File: config.mk
export PLATFORM = sky130hd
export DESIGN_NAME = traffic_light_ctrl
export DESIGN_NICKNAME = d
export VERILOG_FILES = /design/src/rtl/traffic_light_ctrl.sv
export SDC_FILE = /design/constraint.sdc
export NUM_CORES = 1
export LEC_CHECK = 0
export CORE_MARGIN = 1
export CORE_UTILIZATION = 47
export CTS_CLUSTER_SIZE = 8
export DETAILED_ROUTE_END_ITERATION = 8
export GPL_TIMING_DRIVEN = 0
export PLACE_DENSITY = 0.68
export SLEW_MARGIN = 10
export SYNTH_ARGS = -nofsm -noshare
export SYNTH_HDL_FRONTEND = slang
export SYNTH_SLANG_ARGS = --single-unit
File: constraint.sdc
create_clock -name clock -period 1.9 [get_ports clock]
set_input_delay 0.285 -clock clock [delete_from_list [all_inputs] [get_ports clock]]
set_output_delay 0.285 -clock clock [all_outputs]
set_load 0.05 [all_outputs]
File: src/rtl/traffic_light_ctrl.sv
// traffic_light_ctrl
//   Two-way intersection controller with a pedestrian all-red phase.
//   A prescaler turns the clock into 1 s ticks; a seconds counter times
//   each phase. Both restart on every state entry, so a phase of D seconds
//   lasts exactly D*TICKS_PER_SEC cycles.
// Ports
//   clock      : system clock, rising edge
//   reset      : asynchronous, active-low reset
//   walk       : pedestrian request (level, latched into walk_req)
//   sensor     : side/main vehicle sensor (level, latched into sens_seen)
//   main_light : {red,yellow,green} main street, one-hot, registered
//   side_light : {red,yellow,green} side street, one-hot, registered
//   walk_light : pedestrian lamp, high only in WALK
//   state      : current state code
module traffic_light_ctrl #(
  parameter int TICKS_PER_SEC = 100000000,
  parameter int T_BASE        = 6,
  parameter int T_EXT         = 3,
  parameter int T_YEL         = 2,
  parameter int T_WALK        = 3
) (
  input  logic       clock,
  input  logic       reset,
  input  logic       walk,
  input  logic       sensor,
  output logic [2:0] main_light,
  output logic [2:0] side_light,
  output logic       walk_light,
  output logic [2:0] state
);

  typedef enum logic [2:0] {
    MAIN_GRN = 3'd0,
    MAIN_EXT = 3'd1,
    MAIN_YEL = 3'd2,
    WALK     = 3'd3,
    SIDE_GRN = 3'd4,
    SIDE_EXT = 3'd5,
    SIDE_YEL = 3'd6
  } state_t;

  localparam int TW    = (TICKS_PER_SEC > 1) ? $clog2(TICKS_PER_SEC) : 1;
  localparam int DM1   = (T_BASE > T_EXT) ? T_BASE : T_EXT;
  localparam int DM2   = (T_YEL > T_WALK) ? T_YEL : T_WALK;
  localparam int DMAX  = (DM1 > DM2) ? DM1 : DM2;
  // seconds counter only ever holds 0..DMAX-1
  localparam int SW    = (DMAX > 1) ? $clog2(DMAX) : 1;
  localparam bit EXT_EN = (T_EXT > 0);

  localparam logic [TW-1:0] TICK_LAST = TW'(TICKS_PER_SEC - 1);
  localparam logic [SW-1:0] LAST_BASE = SW'(T_BASE - 1);
  localparam logic [SW-1:0] LAST_EXT  = SW'(EXT_EN ? T_EXT - 1 : 0);
  localparam logic [SW-1:0] LAST_YEL  = SW'(T_YEL - 1);
  localparam logic [SW-1:0] LAST_WALK = SW'(T_WALK - 1);

  state_t          cur, nxt;
  logic [TW-1:0]   tick_cnt;
  logic [SW-1:0]   sec_cnt, last_sec;
  logic            walk_req, sens_seen;
  logic            tick, done, restart;

  // {main, side, walk_light}
  function automatic logic [6:0] lamp(input state_t s);
    case (s)
      MAIN_GRN, MAIN_EXT: lamp = 7'b001_100_0;
      MAIN_YEL:           lamp = 7'b010_100_0;
      WALK:               lamp = 7'b100_100_1;
      SIDE_GRN, SIDE_EXT: lamp = 7'b100_001_0;
      SIDE_YEL:           lamp = 7'b100_010_0;
      default:            lamp = 7'b001_100_0;
    endcase
  endfunction

  always_comb begin
    tick = (tick_cnt == TICK_LAST);
    last_sec = LAST_BASE;
    case (cur)
      MAIN_EXT, SIDE_EXT: last_sec = LAST_EXT;
      MAIN_YEL, SIDE_YEL: last_sec = LAST_YEL;
      WALK:               last_sec = LAST_WALK;
      default:            last_sec = LAST_BASE;
    endcase
    done = tick && (sec_cnt == last_sec);
    nxt = cur;
    case (cur)
      // sensor/walk in the final cycle still count: OR the live input in
      MAIN_GRN: if (done) nxt = ((sens_seen || sensor) && EXT_EN) ? MAIN_EXT : MAIN_YEL;
      MAIN_EXT: if (done) nxt = MAIN_YEL;
      MAIN_YEL: if (done) nxt = (walk_req || walk) ? WALK : SIDE_GRN;
      WALK:     if (done) nxt = SIDE_GRN;
      SIDE_GRN: if (done) nxt = ((sens_seen || sensor) && EXT_EN) ? SIDE_EXT : SIDE_YEL;
      SIDE_EXT: if (done) nxt = SIDE_YEL;
      SIDE_YEL: if (done) nxt = MAIN_GRN;
      default:  nxt = MAIN_GRN;   // unused code 7
    endcase
    // no state loops to itself, so any change of state is an entry
    restart = (nxt != cur);
  end

  always_ff @(posedge clock or negedge reset) begin
    if (!reset) begin
      cur        <= MAIN_GRN;
      tick_cnt   <= '0;
      sec_cnt    <= '0;
      walk_req   <= 1'b0;
      sens_seen  <= 1'b0;
      main_light <= 3'b001;
      side_light <= 3'b100;
      walk_light <= 1'b0;
    end else begin
      cur <= nxt;
      {main_light, side_light, walk_light} <= lamp(nxt);

      if (restart) begin
        tick_cnt <= '0;
        sec_cnt  <= '0;
      end else begin
        tick_cnt <= tick ? '0 : tick_cnt + TW'(1);
        if (tick) sec_cnt <= sec_cnt + SW'(1);
      end

      if (restart && (nxt == MAIN_GRN || nxt == SIDE_GRN))
        sens_seen <= 1'b0;
      else if ((cur == MAIN_GRN || cur == SIDE_GRN) && sensor)
        sens_seen <= 1'b1;

      // entering WALK consumes the request, including a walk seen this edge
      if (restart && nxt == WALK)
        walk_req <= 1'b0;
      else if (cur != WALK && walk)
        walk_req <= 1'b1;
    end
  end

  assign state = cur;

endmodule
# Word-level counts from Yosys, hierarchy flattened
# Index checks and enable logic that the tools add are counted.
[word_totals] wordCells=63 output_inout_bits=10 input_bits=4 reg_bits=42
[op_classes] reduce_logical=17 eq_ne=15 n_mux=21 add_sub_neg=2
[ops] cell="two-way mux 27 bit" n=2
[ops] cell="two-way mux 3 bit" n=10
[ops] cell="one-hot mux 7 bit (4 select lines)" n=1
[ops] cell="adder 27 x 1 -> 27 bit, second input constant" n=1
[ops] cell="equality test 27 bit, second input constant" n=1
[ops] cell="one-hot mux 3 bit (7 select lines)" n=1
[ops] cell="equality test 3 bit, second input constant" n=6
[ops] cell="equality test 3 x 2 -> 1 bit, second input constant" n=4
[ops] cell="logical NOT 3 bit" n=2
[ops] cell="one-hot mux 3 bit (2 select lines)" n=1
[ops] cell="nonzero test 2 bit" n=3
[ops] cell="logical AND 1 bit" n=5
[ops] cell="logical OR 1 bit" n=4
[ops] cell="two-way mux 1 bit" n=4
[ops] cell="two-way mux 2 bit" n=2
[ops] cell="OR reduction 2 bit" n=2
[ops] cell="adder 3 x 1 -> 3 bit, second input constant" n=1
[ops] cell="equality test 3 x 1 -> 1 bit, second input constant" n=1
[ops] cell="equality test 3 bit" n=1
[ops] cell="!= test 3 x 2 -> 1 bit, second input constant" n=1
[ops] cell="!= test 3 bit" n=1
[ops] cell="OR reduction 3 bit" n=1

# Longest topological paths before layout
[depth] word_depth=11 mapped_depth=7 mapped_depth_nobuf=5

# Worst setup path after synthesis
# No wires, ideal clock.
[synth_timing] path_type="register -> register" from="register cur[2], in the netlist state[2]" to="register side_light[0]" stages_incl_launch_ff=8 synth_period_minus_slack_ns=2.082 required_time_ns=1.817 arrival_ns=1.999 path_buffers=2 setup_ns=0.083 path_slack_ns=-0.182 path_cell_list="dfrtp_1 > and3_1 > buf_4 > a32oi_1 > and2_1 > buf_6 > or4_1 > o21ai_0"
[synth_via] elab_chain_len=10 elab_cells_between_ends=27 cone_classes="12 x eq/ne; 10 x mux; 5 x reduce/logical"
[synth_rtl] element="start: declaration" line="56" rtl="state_t cur, nxt;"
[synth_rtl] element="start signal: assignment" line="111" rtl="cur <= nxt;"
[synth_rtl] element="equality test 3 bit, or another cell as far along" line="77, 85"
[synth_rtl] element="OR reduction 3 bit (no source line) or OR reduction 2 bit (tied branches)"
[synth_rtl] element="one-hot mux 3 bit (2 select lines)" line="77" rtl="case (cur)"
[synth_rtl] element="equality test 3 bit" line="83" rtl="done = tick && (sec_cnt == last_sec);"
[synth_rtl] element="logical AND 1 bit" line="83"
[synth_rtl] element="two-way mux 3 bit, or another cell as far along" line="93" rtl="SIDE_YEL: if (done) nxt = MAIN_GRN;"
[synth_rtl] element="one-hot mux 3 bit (7 select lines) *" line="85" rtl="case (cur)"
[synth_rtl] element="equality test 3 bit" line="64" rtl="case (s)"
[synth_rtl] element="OR reduction 2 bit" line="64"
[synth_rtl] element="one-hot mux 7 bit (4 select lines) *" line="64"
[synth_rtl] element="end signal: assignment" line="112" rtl="{main_light, side_light, walk_light} <= lamp(nxt);"
[synth_rtl] element="end: declaration" line="27" rtl="output logic [2:0] side_light,"
# Every way passes the cells marked *; elsewhere a longest branch is shown, timed or not.
# A chain may end at the register's enable or synchronous reset.

# Worst setup path after layout
[layout_timing] from="register tick_cnt[2]" to="register tick_cnt[26]"
[layout_via] elab_chain_len=6 elab_cells_between_ends=14 cone_classes="1 x add/sub; 2 x eq/ne; 10 x mux; 1 x reduce/logical"
[layout_rtl] element="start: declaration" line="57" rtl="logic [TW-1:0] tick_cnt;"
[layout_rtl] element="start signal: assignment" line="118" rtl="tick_cnt <= tick ? '0 : tick_cnt + TW'(1);"
[layout_rtl] element="equality test 27 bit" line="75" rtl="tick = (tick_cnt == TICK_LAST);"
[layout_rtl] element="logical AND 1 bit" line="83"
[layout_rtl] element="two-way mux 3 bit, or another cell as far along" line="93"
[layout_rtl] element="one-hot mux 3 bit (7 select lines)" line="85"
[layout_rtl] element="!= test 3 bit" line="97" rtl="restart = (nxt != cur);"
[layout_rtl] element="two-way mux 27 bit *" line="114" rtl="if (restart) begin"
# Marked as above.

==> run_results.csv <==
group,metric,value,unit
hold_path,hold_path.class,"reg -> reg",
synth,synth_area_leaders,"dfrtp_1 (48%), xnor2_1 (8.3%), nor2_1 (6.8%), nand2_1 (2.9%), dfstp_2 (2.5%)",
synth,synth_top_family_by_area,"simple AND/OR/NAND/NOR gates",
setup_path,r2r_slack,0.05,ns
die,initial_core_util,50.7,%
layout,final_cell_count_no_fill,302,
setup_path,start_kind,"flop",
hold_path,hold_depth,1,
placement,gp_congestion,0.867,
setup_path,end_kind,"flop",
routing,avgRoutedWirePerCell,13.7,um
clock_network,numCtsBuffers,5,
synth,yosysTopAreaCellShare,47.6,%
setup_path,cp.required,2.08,ns
hold_path,hold_start,"tick_cnt[0]",
sta,whs,0.453,ns
sta,hold_viol_final,0,
clock_network,root_buffer,"clkbuf_8",
routing,vias_per_cell,5.37,
die,io_pins,14,
synth,avgSynthCellArea,9.55,sq um
layout,final_area,2600,sq um
layout,num_antenna_cells,0,
sta,fin_crit_sh,97.1,%
setup_path,r2r_cells,6,
placement,dp_cells,284,
setup_path,cp_max_fo,10,
sta,layout_min_cycle_time,1.85,ns
sta,tightest_slew,0.498,ns
clock_network,htreeDepth,2,
sta,setup_viol,0,
pwr,powerDensity,582,nW/um^2
sta,rsz0062_at_grt,"true",
pwr,leakagePower,0.00108,uW
synth,syn_area,2100,sq um
synth,yosysSeqAreaShare,50.1,%
clock_network,clock_latency,0.29,ns
clock_network,cts_sinks,42,
synth,synth.distinct_cells,40,
global_route,grt_max_degree,23,
clock_network,path_clk_slew,0.08,ns
global_route,grt_pass1_wl,6800,um
setup_path,reg2reg_to,"tick_cnt[26]",
routing,vias,1621,
outcome,status,"completed",
placement,hpwlAfterDp,2760,um
sta,clock.fmax,542,MHz
synth,syn_nets,226,
clock_network,clockBufferDepth,2,
sta,max_slew_margin,66.7,%
die,die-area,4740,sq um
global_route,antenna_found_initial,0,
placement,place_area,2320,sq um
sta,skew,0.0110,ns
routing,first_pass_iters,4,
run,cap_violations,0,
synth,synthCells,220,
global_route,grt_pass1_vias,1454,
layout,fill_cells,348,
layout,drive_gt1_share,19.0,%
routing,ant_nets,0,
sta,drv_slew,0,
synth,synth_mux_area_share,0,%
die,num_rows,23,
synth,synthSimpleGateAreaFrac,26.7,%
layout,fin_nets,257,
synth,yosys_register_bits,42,
setup_path,crit_type,"reg -> reg",
routing,wirelength,4130,um
synth,synth_fa_ha_area_share,1.19,%
hold_path,holdPathEnd,"tick_cnt[0]",
die,dieWidth,68.9,um
die,coreArea,4140,sq um
global_route,gr-usage-all-layers,19.7,%
synth,synth_compound_area_share,6.97,%
clock_network,cts_tree,"yes",
die,die_height,68.9,um
synth,synth-warning-count,0,
routing,drt_iter0_drc,116,
layout,area_growth,23.7,%
setup_path,cp.arrival,2.03,ns
routing,drc,0,
global_route,gr-total-overflow,0,
synth,synthXorXnorAreaFrac,10.8,%
synth,yosys.area.top_type,"dfrtp_1",
placement,io_buffers,13,
pwr,ir_drop,0.436,mV
setup_path,timing.rr.start,"tick_cnt[2]",
## state kept, by name, indices dropped and copies added, names as in the netlist
name / cells
sec_cnt: 3
main_light: 3
sens_seen: 1
walk_req: 1
tick_cnt: 27
state: 3
side_light: 3
walk_light: 1
## worst max-delay path by stage
stage / from / slack, ns / endpoint
2_1_floorplan: state[2] / 0.007 / side_light[0]
3_3_place_gp: reset / -0.71 / state[1]
3_5_place_dp: tick_cnt[21] / -0.27 / state[0]
4_1_cts: side_light[2] / 0.007 / side_light[2]
5_1_grt: tick_cnt[22] / -0.06 / side_light[0]
6_report: tick_cnt[2] / 0.05 / tick_cnt[26]
## cell usage after synthesis, drive strengths merged
master / instances
nor4b: 2
a32oi: 1
nor2b: 4
ha: 2
clkbuf: 2
nand3: 9
inv: 8
nand2: 16
o22ai: 2
o31ai: 1
xor2: 6
o21ai: 3
a211o: 2
nor4: 8
a22oi: 1
or2b: 2
nand3b: 1
nor2: 38
dfrtp: 40
o22a: 1
and3: 2
a21oi: 7
xnor2: 20
nand4b: 2
nand4: 6
or3: 1
buf: 8
and4: 2
and4bb: 1
or4: 1
a221oi: 1
nor3b: 1
and2: 3
nor3: 10
o211ai: 2
o221ai: 1
and4b: 1
dfstp: 2
## final cells by class
cell class                 count  area [sq um]  area share, %
clock buffer                   7          86.3           3.32
clock inverter                 1          5.00          0.193
multi-input combinational    160          1040           40.0
inverter                       8          30.0           1.16
sequential                    42          1060           40.8
tap                           50          62.6           2.41
timing repair buffer          25           243           9.34
buffer                         9          73.8           2.84
## placed cells by master, fill, tap and decap left out, types with 2 or more instances in the layout
master           instances
a211o_1                  2
a21oi_1                  6
and2_1                   2
buf_2                    3
buf_4                   11
buf_6                    3
clkbuf_1                 2
clkbuf_8                 6
clkdlybuf4s50_1         10
dfrtp_1                 35
dfrtp_2                  5
dfstp_2                  2
dlymetal6s2s_1           2
ha_1                     2
inv_1                    8
nand2_1                 16
nand3_1                  9
nand4_1                  6
nand4b_1                 2
nor2_1                  38
nor2b_1                  4
nor3_1                   9
nor4_1                   4
nor4_2                   3
o211ai_1                 2
o21ai_0                  2
o22ai_1                  2
or2b_1                   2
xnor2_1                 20
xor2_1                   6
## kinds of logic after synthesis
logic type                 Yosys count
and+or+nand+nor                    110
DFF                                 42
xor gates and xnor gates            26
AOI/OAI and AO/OA                   22
buffers and inverters               18
adders and majority gates            2
## worst max-delay path, cell delays in order (launching register included)
cell and delay [ns]:
dfrtp_1 0.42, and4_4 0.27, nand4_1 0.13, buf_2 0.22, nor4b_1 0.44, xnor2_1 0.20, nor2_1 0.06
## routing by layer
layer  part of all wire (%)  up-vias  GRT usage [%]
met4                    2.2        0           7.65
met5                      0        -              0
li1                       -      820              -
met3                    2.4        9           3.95
met2                     44       21           27.5
met1                     51      771           29.6
## what timing repair did
item	CTS	global route
endpoints found under the hold margin	19	0
buffers inserted	0	10
setup endpoints to repair	27	34
hold buffers	1	0
gates cloned	0	0
gates resized for setup	8	21
pin swaps	1	3
## power breakdown
part / total, uW / switching [uW] / internal, uW
combinational: 31.1 / 19.2 / 11.9
clock: 589 / 295 / 293
sequential: 893 / 0.0000000645 / 893
## metrics by stage
stage          utilization, %  power (uW)  worst slack [ns]  setup TNS (ns)
3_5_place_dp             56.0         942            -0.269           -2.70
3_3_place_gp             55.4         936            -0.705          -25.53
6_report                 62.7        1510            0.0546               0
5_1_grt                  62.7        1580           -0.0617          -0.442
4_1_cts                  59.4        1530           0.00665               0
2_1_floorplan               -         912           0.00652               0
(Power assumes the default switching activity.)
